===== config.mk =====
export PLATFORM = sky130hd
export DESIGN_NAME = segway_stim_seq
export DESIGN_NICKNAME = d
export VERILOG_FILES = /design/src/rtl/segway_stim_seq.sv
export SDC_FILE = /design/constraint.sdc
export NUM_CORES = 1
export LEC_CHECK = 0
export ABC_CLOCK_PERIOD_IN_PS = 4800
export BUFFER_PORTS_ARGS = -buffer_cell sky130_fd_sc_hd__buf_2
export CAP_MARGIN = 20
export CORE_MARGIN = 1.5
export CORE_UTILIZATION = 65
export DETAILED_ROUTE_END_ITERATION = 8
export PLACE_DENSITY = 0.83
export SYNTH_ARGS = -nofsm -noshare
export SYNTH_HDL_FRONTEND = slang
export SYNTH_SLANG_ARGS = --single-unit
export TNS_END_PERCENT = 100

===== constraint.sdc =====
create_clock -name clk -period 4.8 [get_ports clk]
set_input_delay 0.24 -clock clk [delete_from_list [all_inputs] [get_ports clk]]
set_output_delay 0.24 -clock clk [all_outputs]
set_load 0.005 [all_outputs]

===== src/rtl/segway_stim_seq.sv =====
// Table-driven rider-lean / load-cell / BLE-command stimulus sequencer for the Segway benches.
// Build option LEAN_RAMP_EN: slew rider_lean toward each target; when undefined, lean jumps in one cycle.
module segway_stim_seq #(
    parameter int DEPTH    = 16,
    parameter int WAIT_W   = 24,
    parameter int SLEW     = 4,
    parameter int SLEW_DIV = 8,
    localparam int ADDR_W  = $clog2(DEPTH),
    localparam int ENTRY_W = 2 + 8 + 16 + 12 + 12 + WAIT_W
) (
    input  logic                clk,
    input  logic                rst_n,
    input  logic                wr_en,
    input  logic [ADDR_W-1:0]   wr_addr,
    input  logic [ENTRY_W-1:0]  wr_data,
    input  logic                start,
    input  logic                abort,
    output logic [7:0]          cmd,
    output logic                send_cmd,
    input  logic                cmd_sent,
    output logic signed [15:0]  rider_lean,
    output logic [11:0]         ld_cell_lft,
    output logic [11:0]         ld_cell_rght,
    output logic [ADDR_W-1:0]   step_idx,
    output logic                busy,
    output logic                done
);

    localparam int LDR_LSB  = WAIT_W;
    localparam int LDL_LSB  = WAIT_W + 12;
    localparam int LEAN_LSB = WAIT_W + 24;
    localparam int CMD_LSB  = WAIT_W + 40;
    localparam int HAS_BIT  = WAIT_W + 48;
    localparam int LAST_BIT = WAIT_W + 49;

    typedef enum logic [2:0] {IDLE, LOAD, SEND, WAIT_TX, RAMP, HOLD, DONE} state_t;

    state_t              state;
    logic [ENTRY_W-1:0]  table_mem [DEPTH];
    logic [ENTRY_W-1:0]  rd_ent;
    logic                cur_last;
    logic [7:0]          cur_cmd;
    logic signed [15:0]  cur_lean;
    logic [WAIT_W-1:0]   cur_wait;
    logic [WAIT_W-1:0]   wait_cnt;

    // One lean tick toward tgt: difference in 17 bits so full-range moves cannot wrap, step clamped to |diff|.
    function automatic logic signed [15:0] slew_step(input logic signed [15:0] cur,
                                                     input logic signed [15:0] tgt);
        logic signed [16:0] diff;
        logic [16:0]        mag;
        logic [15:0]        stp;
        diff = {tgt[15], tgt} - {cur[15], cur};
        mag  = diff[16] ? 17'(-diff) : 17'(diff);
        stp  = (mag > 17'(SLEW)) ? 16'(SLEW) : mag[15:0];
        slew_step = diff[16] ? (cur - stp) : (cur + stp);
    endfunction

    always_ff @(posedge clk) begin
        if (wr_en)
            table_mem[wr_addr] <= wr_data;
    end

    assign rd_ent = table_mem[step_idx];
    assign busy   = (state != IDLE);

    // Private copy of the active step so later table writes cannot disturb it.
    always_ff @(posedge clk) begin
        if (state == LOAD) begin
            cur_last <= rd_ent[LAST_BIT];
            cur_cmd  <= rd_ent[CMD_LSB +: 8];
            cur_lean <= rd_ent[LEAN_LSB +: 16];
            cur_wait <= rd_ent[WAIT_W-1:0];
        end
    end

`ifdef LEAN_RAMP_EN
    localparam int DIV_W = (SLEW_DIV > 1) ? $clog2(SLEW_DIV) : 1;
    logic [DIV_W-1:0]   div_cnt;
    logic signed [15:0] lean_nxt;
    assign lean_nxt = slew_step(rider_lean, cur_lean);
`endif

    always_ff @(posedge clk or negedge rst_n) begin
        if (!rst_n) begin
            state        <= IDLE;
            cmd          <= '0;
            send_cmd     <= 1'b0;
            rider_lean   <= '0;
            ld_cell_lft  <= '0;
            ld_cell_rght <= '0;
            step_idx     <= '0;
            done         <= 1'b0;
            wait_cnt     <= '0;
`ifdef LEAN_RAMP_EN
            div_cnt      <= '0;
`endif
        end else if (abort) begin
            state    <= IDLE;
            send_cmd <= 1'b0;
            done     <= 1'b0;
        end else begin
            send_cmd <= 1'b0;
            done     <= 1'b0;
            case (state)
                IDLE: begin
                    if (start) begin
                        step_idx <= '0;
                        state    <= LOAD;
                    end
                end
                LOAD: begin
                    ld_cell_lft  <= rd_ent[LDL_LSB +: 12];
                    ld_cell_rght <= rd_ent[LDR_LSB +: 12];
`ifdef LEAN_RAMP_EN
                    div_cnt      <= '0;
`endif
                    state        <= rd_ent[HAS_BIT] ? SEND : RAMP;
                end
                SEND: begin
                    send_cmd <= 1'b1;
                    cmd      <= cur_cmd;
                    state    <= WAIT_TX;
                end
                WAIT_TX: begin
                    if (cmd_sent)
                        state <= RAMP;
                end
                RAMP: begin
`ifdef LEAN_RAMP_EN
                    if (rider_lean == cur_lean) begin
                        wait_cnt <= cur_wait;
                        state    <= HOLD;
                    end else if (div_cnt == DIV_W'(SLEW_DIV - 1)) begin
                        div_cnt    <= '0;
                        rider_lean <= lean_nxt;
                        if (lean_nxt == cur_lean) begin
                            wait_cnt <= cur_wait;
                            state    <= HOLD;
                        end
                    end else begin
                        div_cnt <= div_cnt + 1'b1;
                    end
`else
                    rider_lean <= cur_lean;
                    wait_cnt   <= cur_wait;
                    state      <= HOLD;
`endif
                end
                HOLD: begin
                    if (wait_cnt == '0) begin
                        if (cur_last || step_idx == ADDR_W'(DEPTH - 1)) begin
                            done  <= 1'b1;
                            state <= DONE;
                        end else begin
                            step_idx <= step_idx + 1'b1;
                            state    <= LOAD;
                        end
                    end else begin
                        wait_cnt <= wait_cnt - 1'b1;
                    end
                end
                DONE: state <= IDLE;
                default: state <= IDLE;
            endcase
        end
    end

endmodule


### After elaboration in Yosys (flattened, before gate mapping)

Memory sizes are Yosys's and may differ from the RTL's.
Index checks and enable logic that the tools add are counted.

* bitwise operators: 1
* equality and inequality tests: 13
* add/subtract/negate cells: 2
* reductions and logical operators: 12
* muxes and demuxes: 21

Operators by type and width (count)
* $pmux W24 S2: 1
* $logic_not A24 Y1: 1
* $mux W24: 1
* $sub A24 B1 Y24 const B: 1
* $mux W3: 6
* $pmux W3 S6: 1
* $mux W4: 3
* $ne A3 B3 Y1 const B: 3
* $mux W1: 8
* $ne A2 B2 Y1 const B: 4
* $pmux W4 S2: 1
* $eq A3 B2 Y1 const B: 2
* $eq A3 B3 Y1 const B: 2
* $reduce_and A2 Y1: 3
* $reduce_and A3 Y1: 2
* $reduce_and A5 Y1: 1
* $add A4 B1 Y4 const B: 1
* $eq A4 B4 Y1 const B: 1
* $reduce_bool A2 Y1: 2
* $eq A3 B1 Y1 const B: 1
* $logic_not A3 Y1: 1
* $reduce_bool A3 Y1: 1
* $logic_or A1 B1 Y1: 1
* $not A1 Y1: 1

* RAM bits: 1184
* memories: 1
* register bits after elaboration: 130
* word-level logic and storage cells: 63
* output and inout port bits: 55
* input port bits: 84

Memory list
* table_mem: depth 16, bits a word 74, rd ports 1, clocked after Yosys merged registers in 0, wr ports 1, RTL line 39 `logic [ENTRY_W-1:0] table_mem [DEPTH];`

### Logic depth before layout (Yosys ltp)

Gate-level depths: netlist of run 1.

* depth in word-level cells: 6
* depth in mapped cells: 8
* gate-level depth less buffers: 7

### Least setup slack after synthesis of run 1

No wires, ideal clock.

* path type: input to register
* from: input wr_addr[2]
* to: memory table_mem[0][0] (netlist bit), enable pin
* library setup time: 0.598 ns
* stages on the path: 2
* arrival: 5.774 ns
* path slack: -1.572 ns
* required time: 4.202 ns
* buffers on the path: 0
* cells stage by stage: or3b_2 -> nor3_1

RTL lines
* start: declaration: RTL line 14 `input logic [ADDR_W-1:0] wr_addr,`
* end: declaration: RTL line 39

No word-level cell before the write port.

### Final worst setup path of run 1

* from: register wait_cnt[12]
* to: register wait_cnt[15]

* longest elaborated chain between the ends: 3
* elaborated cells on any way between the ends: 6
* those cells by class: add/sub: 1; eq/ne: 1; mux: 2; reduce/logical: 2

Ends and longest elaborated chain
* start: declaration: RTL line 45 `logic [WAIT_W-1:0] wait_cnt;`
* start signal: assignment: RTL line 146 `wait_cnt <= cur_wait;`
* start signal: assignment: RTL line 160 `wait_cnt <= wait_cnt - 1'b1;`
* $sub A24 B1 Y24 / $logic_not A24 Y1 (equally long branches): RTL line 160, 151
* $mux W24 / $ne A2 B2 Y1 (equally long branches)
* $pmux W24 S2 / $reduce_and A3 Y1 (equally long branches)

Parallel ways exist; a longest one is shown, timed or not. The select of a mux whose other input is x is not followed.
A chain may end at the register's enable or synchronous reset.

==> results of run 1 <==
[final cells by class]
cell class	count	area share, %
Clock buffer	155	5.73
Clock inverter	76	1.53
Timing Repair Buffer	261	3.58
Antenna cell	5	0.0219
Tap cell	1030	2.26
Inverter	9	0.0680
Multi-Input combinational cell	746	18.3
Sequential cell	1314	68.5
[routing by layer]
| metal | track usage (%) | part of all wire, % | vias up |
|---|---|---|---|
| met2 | 54.8 | 52 | 1900 |
| met5 | 0 | 0.048 | - |
| li1 | - | - | 9795 |
| met1 | 40.9 | 34 | 13200 |
| met3 | 5.22 | 9.1 | 422 |
| met4 | 13.3 | 4.3 | 8 |
[flip-flops by register name (all words and copies together), names as in the netlist]
name and flops:
step_idx 4, ld_cell_rght 12, cur_lean 16, rider_lean 16
send_cmd 1, cmd 8, table_mem 1184, wait_cnt 24
state 3, ld_cell_lft 12, done 1, cur_wait 24
cur_cmd 8, cur_last 1
[power by group through the flow]
| stage | Combinational, W | Sequential, W | Clock (W) |
|---|---|---|---|
| global route | 0.00151 | 0.0136 | 0.0105 |
| detailed placement | 0.00128 | 0.0137 | 0 |
| floorplan | 0.000627 | 0.0136 | 0 |
| finish | 0.00142 | 0.0136 | 0.0100 |
| global placement | 0.00121 | 0.0137 | 0 |
| CTS | 0.00141 | 0.0135 | 0.0101 |
[cell families after synthesis]
logic type,Yosys count,share of synthesized area [%]
AOI/OAI and AO/OA,118,1.73
buffers and inverters,124,1.10
xor gates and xnor gates,1,0.0176
muxes,398,16.6
and+or+nand+nor,226,2.15
adders and majority gates,3,0.0753
DFF,1314,78.3
[cells in the mapped netlist, types with 7 or more instances]
| library cell | instances | area, um^2 |
|---|---|---|
| edfxtp_1 | 1233 | 37000 |
| mux4_2 | 343 | 7720 |
| nand2_1 | 99 | 372 |
| dfrtp_1 | 81 | 2030 |
| clkbuf_1 | 59 | 221 |
| buf_2 | 41 | 205 |
| nor3_1 | 41 | 205 |
| nor2_1 | 38 | 143 |
| mux2i_1 | 31 | 310 |
| a221o_1 | 25 | 250 |
| a21oi_1 | 24 | 120 |
| mux2_2 | 24 | 270 |
| o21ai_0 | 22 | 110 |
| buf_1 | 11 | 41.3 |
| inv_1 | 9 | 33.8 |
| nand3_1 | 7 | 35.0 |
| nor4_1 | 7 | 43.8 |
[stage by stage]
| stage | cell area (um^2) | setup slack [ps] | instances | total power [W] | utilization, % |
|---|---|---|---|---|---|
| 6_report | 57000 | 1310 | 3596 | 0.0250 | 75.1 |
| 5_1_grt | 57000 | 1290 | 3592 | 0.0256 | 75.1 |
| 4_1_cts | 57000 | 1600 | 3590 | 0.0250 | 75.0 |
| 3_5_place_dp | 52100 | 1780 | 3279 | 0.0150 | 68.5 |
| 3_3_place_gp | 52000 | 1830 | 3278 | 0.0149 | 68.5 |
| 2_1_floorplan | 49900 | 433 | 2184 | 0.0142 | - |
[what timing repair did]
action                                 4_1_cts  5_1_grt
hold buffers                                80        0
resized for setup                            0        0
endpoints found under the hold margin     1230        0
[worst max path at each step]
stage | start | to | depth (start not counted)
after global placement | step_idx[1]$_DFFE_PN0P_ | cur_lean[5]$_DFFE_PN_ | 3
after global routing | wait_cnt[12]$_DFFE_PN0P_ | wait_cnt[15]$_DFFE_PN0P_ | 5
final | wait_cnt[12]$_DFFE_PN0P_ | wait_cnt[15]$_DFFE_PN0P_ | 5
after floorplan | wr_addr[2] | table_mem[1][0]$_DFFE_PP_ | 2
after CTS | step_idx[1]$_DFFE_PN0P_ | state[2]$_DFFE_PN0P_ | 7
after detailed placement | step_idx[1]$_DFFE_PN0P_ | cur_lean[8]$_DFFE_PN_ | 3
[worst register-to-register path: stages (launching register included)]
cell	delay (ps)
dfrtp_1	450
nor3_1	390
nand3_1	690
o31ai_4	1280
o21ai_0	320
o21ai_0	230
==> flow_summary_export.csv, run 1 <==
group,metric,value,unit
status,status,"completed",
power,clkPwrFrac,40.1,%
synthesis,synth_edf_count,1233,
synthesis,ys.flop_type,"edfxtp_1",
clocking,cts_root_buf,"clkbuf_16",
worst_setup_path,critical_path.reg2reg.endpoint,"wait_cnt[15]$_DFFE_PN0P_",
worst_setup_path,rr_worst_depth,5,
grt,grt_pass1_wl,177000,um
die,die_x,280,um
cells_and_area,fillers,3729,
cells_and_area,ff_latch_area,39100,um^2
timing,maxSlewViolCount,0,
cells_and_area,final_cell_mix,"edfxtp_1, mux4_2, buf_2",
detailed_routing,viasPerCell,7.06,
synthesis,synth.distinct_cells,60,
power,power_switching,0.00546,W
worst_setup_path,path_cells,"nor3_1 -> nand3_1 -> o31ai_4 -> o21ai_0 -> o21ai_0",
die,core,75900,um^2
synthesis,syn_area_per_cell,22.8,um^2
job,drv_cap,0,
die,pin_count,139,
placed_design,hpwl,53500,um
timing,slew_headroom,15.6,%
synthesis,synthArstFlopShare,6.16,%
placed_design,gp_congestion,0.783,
grt,grt_pass1_vias,26500,
synthesis,syn_inst,2184,
timing,hold_viol,0,
grt,grt_start_max_net_pins,111,
die,dieArea,78400,um^2
power,internal_power,0.0195,W
timing,tightest_slew,1270,ps
detailed_routing,firstDrtPassIters,6,
placed_design,portBuffers,138,
grt,grt_antenna_before_repair,5,
worst_setup_path,cp_top_family,"compound AO/OA/AOI/OAI gates",
clocking,cts_setup_buffers,0,
power,p_comb_share,5.7,%
cells_and_area,final_nets,2540,
clocking,cts_buffers,121,
clocking,clkSinkCount,1314,
cells_and_area,area_delta_synth_final,14.3,%
cells_and_area,layout_commonest_cell,"edfxtp_1",
grt,track_usage,31.8,%
power,seq_power_share,54.2,%
worst_setup_path,cp_num_buf_inv,0,
worst_setup_path,worst_setup_path_end_kind,"register",
synthesis,seq_area_frac_synth,78.3,%
synthesis,ys_ff_latch,1314,
power,p_sw_share,21.9,%
detailed_routing,num_vias,25400,
detailed_routing,ant_nets,0,
timing,rsz0062_at_grt,"false",
detailed_routing,drc,0,
power,power.static_leakage,18.3,nW
worst_setup_path,path_max_fanout,28,
die,num_rows,101,
worst_setup_path,slowest_delay,1270,ps
synthesis,yosys_warnings,0,
worst_setup_path,cp_slowest_cell,"o31ai_4",
worst_setup_path,cp_data_arrival_time,4040,ps
cells_and_area,drive_gt1_share,29.6,%
timing,fin_crit,3490,ps
cells_and_area,multi_input_area,10400,um^2
worst_setup_path,crit_type,"reg2reg",
timing,finClkSkew,45.9,ps
worst_setup_path,critPathRequiredTime,5350,ps
detailed_routing,wl,122000,um
timing,fin_crit_sh,72.8,%
worst_hold_path,hp-class,"in2async",
timing,timing.fmax,286,MHz
detailed_routing,wire_per_inst,34.0,um
clocking,clkTransAtPathRegs,70,ps
worst_setup_path,rrSetupSlack,1310,ps
clocking,cts_buffer_depth,3,
power,cellPowerDensity,438,nW/um^2
timing,setup_violations,0,
clocking,clock_latency,700,ps
clocking,cts_tree,"yes",
synthesis,synth_fp_nets,2271,
worst_setup_path,crit_path_start_kind,"register",
power,peakVddDrop,354,uV
grt,grt.overflow.total,0,
die,initial_utilization,65.7,%
timing,tns,0,ps
synthesis,synth_area,49900,um^2
die,die_h,280,um
detailed_routing,drt_iter0_markers,3582,
worst_setup_path,path_common_cell,"o21ai_0",
timing,hold_slack,205,ps
worst_setup_path,reg2reg_from,"wait_cnt[12]$_DFFE_PN0P_",
clocking,ctsHtreeMaxLevel,3,
(Power assumes the default switching activity.)
==> inputs of run 2 (changes only) <==
- ABC_CLOCK_PERIOD_IN_PS: 4800 -> 3000
- CORE_UTILIZATION: 65 -> 56
- PLACE_DENSITY: 0.83 -> 0.76
- clock period: 4.8 -> 3 ns (I/O delays scaled with it)
==> flow_summary_export.csv, run 2 (synthesized netlist as in run 1, its figures left out) <==
group,metric,value,unit
status,status,"completed",
grt,grt.overflow.total,0,
timing,maxSlewViolCount,0,
worst_setup_path,path_cells,"inv_1 -> or2_2 -> nor2_1 -> o21ai_0 -> a31oi_1 -> dlygate4sd3_1",
clocking,clkTransAtPathRegs,70,ps
die,die_x,301,um
worst_setup_path,cp_data_arrival_time,3260,ps
placed_design,portBuffers,138,
clocking,ctsHtreeMaxLevel,3,
detailed_routing,wire_per_inst,29.7,um
timing,hold_viol,0,
timing,slew_headroom,30.6,%
detailed_routing,drc,0,
timing,timing.fmax,378,MHz
clocking,cts_setup_buffers,0,
clocking,clkSinkCount,1314,
timing,tns,0,ps
grt,grt_antenna_before_repair,9,
detailed_routing,firstDrtPassIters,7,
worst_setup_path,crit_type,"reg2reg",
clocking,clock_latency,690,ps
worst_setup_path,critPathRequiredTime,3620,ps
worst_setup_path,rr_worst_depth,6,
die,core,88400,um^2
grt,grt_pass1_wl,166000,um
cells_and_area,fillers,5478,
die,pin_count,139,
clocking,cts_buffers,121,
cells_and_area,ff_latch_area,39100,um^2
clocking,cts_root_buf,"clkbuf_16",
grt,grt_pass1_vias,25600,
grt,track_usage,25.3,%
detailed_routing,ant_nets,0,
cells_and_area,final_nets,2573,
worst_setup_path,slowest_delay,630,ps
cells_and_area,top_register,"table_mem",
cells_and_area,final_cell_mix,"edfxtp_1, mux4_2, buf_2",
placed_design,pre_cts_ws,576,ps
worst_setup_path,worst_setup_path_end_kind,"register",
die,dieArea,90900,um^2
worst_hold_path,hp-class,"in2async",
timing,rsz0062_at_grt,"false",
timing,fin_crit_sh,88.2,%
power,p_sw_share,21.6,%
power,seq_power_share,54.9,%
timing,fin_crit,2650,ps
die,initial_utilization,56.4,%
detailed_routing,viasPerCell,6.43,
grt,grt_start_max_net_pins,75,
timing,finalWorstSetupSlack,353,ps
worst_setup_path,path_max_fanout,40,
cells_and_area,largestRegisters,"table_mem x1184, cur_wait x24, wait_cnt x24",
placed_design,hpwl,53200,um
die,die_h,301,um
power,peakVddDrop,610,uV
worst_setup_path,reg2reg_from,"state[0]$_DFFE_PN0P_",
detailed_routing,num_vias,24200,
worst_setup_path,critical_path.reg2reg.endpoint,"state[2]$_DFFE_PN0P_",
worst_setup_path,cp_slowest_cell,"or2_2",
cells_and_area,area_delta_synth_final,15.6,%
power,p_comb_share,5.5,%
placed_design,gp_congestion,0.775,
cells_and_area,drive_gt1_share,30.6,%
power,internal_power,0.0309,W
timing,setup_violations,0,
timing,tightest_slew,1040,ps
power,cellPowerDensity,683,nW/um^2
timing,finClkSkew,27.8,ps
detailed_routing,wl,112000,um
cells_and_area,multi_input_area,10400,um^2
detailed_routing,drt_iter0_markers,2612,
job,drv_cap,0,
clocking,cts_buffer_depth,3,
cells_and_area,layout_commonest_cell,"edfxtp_1",
timing,hold_slack,80.3,ps
worst_setup_path,cp_top_family,"simple AND/OR/NAND/NOR gates",
die,num_rows,109,
worst_setup_path,crit_path_start_kind,"register",
worst_setup_path,rrSetupSlack,350,ps
worst_setup_path,cp_num_buf_inv,2,
power,power.static_leakage,18.5,nW
power,clkPwrFrac,39.6,%
power,power_switching,0.00851,W
clocking,cts_tree,"yes",
cells_and_area,largest_register_ffs,1184,
-- run 2: cell count changes in the layout (fill, tap and decap cells not counted), moves of 2 or more --
cell / previous run / this run
buf_12: 17 / 44
bufinv_16: 19 / 16
clkbuf_8: 7 / 5
diode_2: 5 / 3
clkbuf_1: 25 / 22
clkinvlp_4: 2 / 7
buf_4: 25 / 32
clkbuf_16: 123 / 121
-- run 2: worst max path at each step --
stage	from	end	slack (ps)	depth (start not counted)
5_1_grt	state[0]$_DFFE_PN0P_	state[2]$_DFFE_PN0P_	210	6
4_1_cts	state[0]$_DFFE_PN0P_	state[2]$_DFFE_PN0P_	460	6
6_report	state[0]$_DFFE_PN0P_	state[2]$_DFFE_PN0P_	350	6
2_1_floorplan	wr_addr[2]	table_mem[10][0]$_DFFE_PP_	-1000	2
3_3_place_gp	step_idx[0]$_DFFE_PN0P_	cur_cmd[2]$_DFFE_PN_	640	3
3_5_place_dp	step_idx[0]$_DFFE_PN0P_	cur_cmd[2]$_DFFE_PN_	580	3
-- run 2: power groups by stage --
stage	clock network (W)	registers [W]	logic [W]
floorplan	0	0.0218	0.00100
global placement	0	0.0219	0.00199
detailed placement	0	0.0220	0.00207
CTS	0.0158	0.0216	0.00219
global route	0.0165	0.0217	0.00236
finish	0.0156	0.0216	0.00217
-- run 2: final cells by class --
| class | count | area share, % |
|---|---|---|
| clock inverters | 81 | 1.54 |
| well taps | 1165 | 2.53 |
| multi-input cells | 746 | 18.1 |
| flip-flops and latches | 1314 | 67.7 |
| clock buffers | 148 | 5.51 |
| repair buffers | 294 | 4.54 |
| inverters | 9 | 0.0672 |
| diodes | 3 | 0.0130 |
-- run 2: layer usage --
| layer | global-route usage [%] | share of wire, % | vias to the layer above |
|---|---|---|---|
| met2 | 43.2 | 52 | 1147 |
| li1 | - | - | 9867 |
| met3 | 4.06 | 7.0 | 218 |
| met5 | 0 | 0.069 | - |
| met4 | 6.89 | 2.4 | 12 |
| met1 | 34.3 | 39 | 12900 |
-- run 2: what timing repair did --
action / CTS / global route
hold endpoints to repair: 1237 / 0
gates resized for setup: 0 / 0
hold buffers: 81 / 0
-- run 2: worst register-to-register path, stage by stage, from the launching register on --
cell,delay (ps)
dfrtp_1,570
inv_1,260
or2_2,630
nor2_1,250
o21ai_0,140
a31oi_1,160
dlygate4sd3_1,580
-- run 2: stage by stage --
stage                     utilization [%]  total power [W]  cell area, um^2  cells
final                                65.3           0.0394            57700   3760
after global routing                 65.3           0.0405            57700   3758
after CTS                            65.3           0.0396            57700   3757
after detailed placement             59.7           0.0240            52800   3447
after global placement               59.7           0.0239            52800   3447
after floorplan                         -           0.0228            49900   2184
